**src/rtl/nbj_correct_sender.sv**
```systemverilog
// Clocked two-phase (toggle) sender for the 37-bit branch-correction packet, fed from a small FIFO.
// Optional flush port enabled by defining NBJ_CORRECT_SENDER_FLUSH_EN.
module nbj_correct_sender #(
  parameter int DEPTH       = 4,
  parameter int SYNC_STAGES = 2
) (
  input  logic        clk,
  input  logic        rst,
  input  logic        i_valid,
  output logic        o_ready,
  input  logic        i_record_only,
  input  logic        i_type,
  input  logic [2:0]  i_index_3,
  input  logic [31:0] i_pc_32,
  output logic        o_drive,
  output logic [36:0] o_data_37,
  input  logic        i_free,
`ifdef NBJ_CORRECT_SENDER_FLUSH_EN
  input  logic        i_flush,
`endif
  output logic        o_busy
);

  localparam int AW = $clog2(DEPTH);
  localparam int CW = AW + 1;

  typedef enum logic [1:0] {
    S_IDLE  = 2'd0,
    S_SETUP = 2'd1,
    S_WAIT  = 2'd2
  } state_t;

  logic [36:0]            r_mem [DEPTH];
  logic [AW-1:0]          r_wr_ptr;
  logic [AW-1:0]          r_rd_ptr;
  logic [CW-1:0]          r_count;
  logic [SYNC_STAGES-1:0] r_sync;
  logic                   r_free_seen;
  logic                   r_drive;
  logic [36:0]            r_data;
  state_t                 r_state;

  logic        w_flush;
  logic        w_push;
  logic        w_pop;
  logic        w_free_s;
  logic        w_ack;
  logic [36:0] w_word;

`ifdef NBJ_CORRECT_SENDER_FLUSH_EN
  assign w_flush = i_flush;
`else
  assign w_flush = 1'b0;
`endif

  assign w_word   = {i_record_only, i_type, i_index_3, i_pc_32};
  assign o_ready  = (r_count != CW'(DEPTH));
  assign w_push   = i_valid & o_ready & ~w_flush;
  assign w_pop    = (r_state == S_IDLE) & (r_count != '0) & ~w_flush;
  assign w_free_s = r_sync[SYNC_STAGES-1];
  // Acknowledge toggles outside WAIT are protocol errors and simply not consumed.
  assign w_ack    = (r_state == S_WAIT) & (w_free_s != r_free_seen);

  assign o_drive   = r_drive;
  assign o_data_37 = r_data;
  assign o_busy    = (r_state != S_IDLE) | (r_count != '0);

  always_ff @(posedge clk) begin
    if (w_push) begin
      r_mem[r_wr_ptr] <= w_word;
    end
  end

  always_ff @(posedge clk) begin
    if (!rst || w_flush) begin
      r_wr_ptr <= '0;
      r_rd_ptr <= '0;
      r_count  <= '0;
    end else begin
      if (w_push) begin
        r_wr_ptr <= r_wr_ptr + 1'b1;
      end
      if (w_pop) begin
        r_rd_ptr <= r_rd_ptr + 1'b1;
      end
      case ({w_push, w_pop})
        2'b10:   r_count <= r_count + CW'(1);
        2'b01:   r_count <= r_count - CW'(1);
        default: r_count <= r_count;
      endcase
    end
  end

  always_ff @(posedge clk) begin
    if (!rst) begin
      r_sync <= '0;
    end else begin
      r_sync <= {r_sync[SYNC_STAGES-2:0], i_free};
    end
  end

  // Data is loaded one cycle before the drive toggle so it is settled when the receiver sees the request.
  always_ff @(posedge clk) begin
    if (!rst) begin
      r_state     <= S_IDLE;
      r_drive     <= 1'b0;
      r_data      <= '0;
      r_free_seen <= 1'b0;
    end else begin
      case (r_state)
        S_IDLE: begin
          if (w_pop) begin
            r_data  <= r_mem[r_rd_ptr];
            r_state <= S_SETUP;
          end
        end
        S_SETUP: begin
          r_drive <= ~r_drive;
          r_state <= S_WAIT;
        end
        S_WAIT: begin
          if (w_ack) begin
            r_free_seen <= w_free_s;
            r_state     <= S_IDLE;
          end
        end
        default: r_state <= S_IDLE;
      endcase
    end
  end

endmodule
```
**config.mk**
```make
export PLATFORM = sky130hd
export DESIGN_NAME = nbj_correct_sender
export DESIGN_NICKNAME = d
export VERILOG_FILES = /design/src/rtl/nbj_correct_sender.sv
export SDC_FILE = /design/constraint.sdc
export NUM_CORES = 1
export LEC_CHECK = 0
export ABC_AREA = 1
export CORE_MARGIN = 5
export CORE_UTILIZATION = 59
export CTS_BUF_LIST = sky130_fd_sc_hd__clkbuf_8
export DETAILED_ROUTE_END_ITERATION = 7
export MAX_ROUTING_LAYER = met4
export PLACE_DENSITY = 0.82
export SYNTH_ARGS = -nofsm -noshare
export SYNTH_HDL_FRONTEND = slang
export SYNTH_SLANG_ARGS = --single-unit
```
**constraint.sdc**
```tcl
create_clock -name clk -period 3 [get_ports clk]
set_input_delay 0.45 -clock clk [delete_from_list [all_inputs] [get_ports clk]]
set_output_delay 0.45 -clock clk [all_outputs]
set_load 0.05 [all_outputs]
```
==> run_results.csv <==
group,metric,value,unit
critical_path,r2r_end,"r_count[2]$_SDFFE_PN0P_",
place,placedCellCount,1136,
floorplanning,die_h,129,um
yosys,syn_avg_cell_area,9.29,um^2
timing,max_freq,436,MHz
place,hpwl,9.73,mm
clocking,cts_tree,"built",
timing,rsz0062_at_grt,"no",
grt,use_met1,0.253,
yosys,ys_types,20,
timing,hold_violations,0,
timing,fin_tns_setup,0,ns
critical_path,arrival,1.84,ns
drt,route.antenna.remaining_nets,0,
clocking,clk_path_buf_depth,2,
yosys,synthesis.nets,950,
final_layout,post_route_cells_drive_above_1_share,0.0496,
grt,grt_max_degree,78,
floorplanning,dieArea,16700,um^2
clocking,clkLatencyLatePin,0.46,ns
floorplanning,die_w,129,um
critical_path,reg2reg_from,"r_count[0]$_SDFFE_PN0P_",
timing,drv_slew,0,
place,portBuffers,80,
clocking,h-tree-depth,4,
timing,setup_viol,0,
clocking,post_cts_buffers,0,
critical_path,max_stage_delay,0.83,ns
grt,busiest_layer,"met2",
floorplanning,core-area,13900,um^2
critical_path,startpoint_type,"register",
grt,track_usage,0.210,
drt,vias,5588,
power_and_ir_drop,leakagePower,4.41,nW
power_and_ir_drop,power,8.50,mW
grt,grt_use_met3,0.0371,
drt,wl_per_cell,13.9,um
drt,drc_errors,0,
final_layout,syn_to_final_growth,15.2,%
critical_path,reg2reg_slack,0.89,ns
drt,first_pass_iters,5,
drt,avgViaCountPerCell,4.78,
final_layout,final_cells,1168,
drt,wirelength,16.2,mm
grt,grt_pass1_wl,26.4,mm
clocking,ctsHoldBuffers,0,
final_layout,nNetsFinal,1022,
grt,antenna_found_initial,0,
critical_path,crit_type,"reg -> out",
hold_path,min_to,"r_sync[1]$_SDFF_PN0_",
critical_path,crit_fanout,4,
run,cap_violations,0,
critical_path,reg2reg_depth,12,
timing,min_period,2.29,ns
yosys,ys_ff_latch,198,
timing,fin_skew,0.0100,ns
grt,grt-ovfl-total,0,
yosys,postSynthCellCount,903,
drt,first_iter_violations,445,
hold_path,hold_path_depth,2,
place,gp_congestion,0.758,
final_layout,fin_util,0.693,
power_and_ir_drop,vdd_drop_max,0.637,mV
power_and_ir_drop,powerDensity,880,nW/um^2
critical_path,crit_required,2.55,ns
yosys,ys_warn_count,0,
yosys,syn_area,8390,um^2
clocking,cts.clk_slew.worst_paths,0.09,ns
clocking,cts_resized,0,
timing,hold_slack,0.436,ns
clocking,cts_sinks,198,
timing,slew_headroom,0.457,
hold_path,hold_class,"reg -> reg",
status,status,"finished clean",
critical_path,critPathSlowestCell,"clkdlybuf4s50_1",
final_layout,fillers,1024,
floorplanning,start_util,0.602,
yosys,yosysSeqAreaShare,0.649,
critical_path,cp_top_family,"buffers and inverters",
grt,met2_usage,0.352,
final_layout,diodes,0,
critical_path,crit_path_cell_trace,"nor2_2 > nand2_1 > clkdlybuf4s50_1",
critical_path,path_buf_inv,1,
critical_path,cp-end-kind,"output pin",
hold_path,hp-start,"r_sync[0]$_SDFF_PN0_",
timing,worstMarginPinSlew,0.814,ns
clocking,numCtsBuffers,17,
grt,grt_pass1_vias,5704,
timing,min_period_over_period,0.764,
clocking,root_buffer,"clkbuf_8",
floorplanning,io_pins,81,
floorplanning,fp-row-count,43,
## routing by layer
metal	part of all wire	routed length, um	up-vias
met1	0.42	6840	2578
met5	0	0	-
met3	0.047	760	14
met4	0.013	206	0
li1	-	-	2871
met2	0.52	8410	125
## logic make-up after synthesis
kind of cell | Yosys count | synth area share
compound gates | 10 | 0.00597
flops | 198 | 0.649
xor+xnor | 2 | 0.00209
fa+ha+maj | 6 | 0.00984
simple gates | 445 | 0.212
buf+inv | 242 | 0.121
## synth_stat cells (all sizes together)
master / count / area [um^2]
nand2: 277 / 1040
inv: 204 / 768
edfxtp: 148 / 4440
nor2: 88 / 335
nand3: 79 / 395
dfxtp: 50 / 1000
buf: 31 / 221
clkbuf: 7 / 26.3
a21oi: 6 / 30.0
ha: 5 / 62.6
o21ai: 4 / 20.0
fa: 1 / 20.0
nor3: 1 / 5.00
xnor2: 1 / 8.76
xor2: 1 / 8.76
## worst min-delay path, cell delays in order (launching register included)
cell and delay (ns):
dfxtp_1 0.31, nand2_1 0.06, inv_1 0.03
## flip-flops by register name, indices dropped and copies added, names as in the netlist
| name | flops |
|---|---|
| r_sync | 2 |
| r_count | 3 |
| r_state | 2 |
| r_free_seen | 1 |
| o_drive | 1 |
| r_rd_ptr | 2 |
| r_wr_ptr | 2 |
| r_mem | 148 |
| o_data_37 | 37 |
## final cells by class
| class | count | area [um^2] | area share |
|---|---|---|---|
| tap | 180 | 225 | 0.0233 |
| sequential | 198 | 5450 | 0.564 |
| inverter | 204 | 768 | 0.0795 |
| multi-input combinational | 463 | 1960 | 0.203 |
| timing repair buffer | 91 | 891 | 0.0922 |
| clock buffer | 18 | 248 | 0.0256 |
| clock inverter | 14 | 123 | 0.0127 |
## worst max-delay path by stage
stage / start / end / cells past startpoint
floorplan: r_count[1]$_SDFFE_PN0P_ / r_mem[0][0]$_DFFE_PP_ / 4
global placement: i_valid / r_count[2]$_SDFFE_PN0P_ / 11
detailed placement: i_valid / r_count[2]$_SDFFE_PN0P_ / 11
CTS: r_count[1]$_SDFFE_PN0P_ / o_ready / 3
global route: r_state[0]$_SDFFE_PN0P_ / o_busy / 3
finish: r_count[1]$_SDFFE_PN0P_ / o_ready / 3
## through the flow
stage | worst slack [ns] | instance area (um^2)
after CTS | 0.681 | 9660
after detailed placement | 0.546 | 9290
after global routing | 0.633 | 9660
final | 0.709 | 9660
after global placement | 0.574 | 9290
after floorplan | -0.0666 | 8390
## report_power, final
part	leakage, nW	switching [mW]	total [mW]	internal (mW)
Combinational	2.44	2.31	3.36	1.05
Clock	0.194	0.854	1.59	0.740
Sequential	1.77	0.195	3.55	3.35
Total	4.41	3.36	8.50	5.14
## cells in the final DEF (no fill, tap or decap)
cell | Yosys | layout
a21oi_1 | 6 | 6
buf_12 | 0 | 1
buf_2 | 18 | 1
buf_4 | 4 | 10
bufinv_16 | 0 | 2
clkbuf_8 | 0 | 18
clkdlybuf4s50_1 | 0 | 79
clkinv_1 | 0 | 1
clkinv_2 | 0 | 2
clkinvlp_4 | 0 | 4
dfxtp_1 | 50 | 48
dfxtp_2 | 0 | 2
edfxtp_1 | 148 | 148
fa_1 | 1 | 1
ha_1 | 5 | 5
inv_1 | 203 | 207
inv_2 | 0 | 1
inv_4 | 1 | 1
nand2_1 | 276 | 276
nand2_2 | 1 | 1
nand3_1 | 79 | 79
nor2_1 | 86 | 82
nor2_2 | 2 | 2
nor2_4 | 0 | 4
nor3_1 | 1 | 1
o21ai_0 | 4 | 4
xnor2_1 | 1 | 1
xor2_1 | 1 | 1
(Power assumes the default switching activity.)
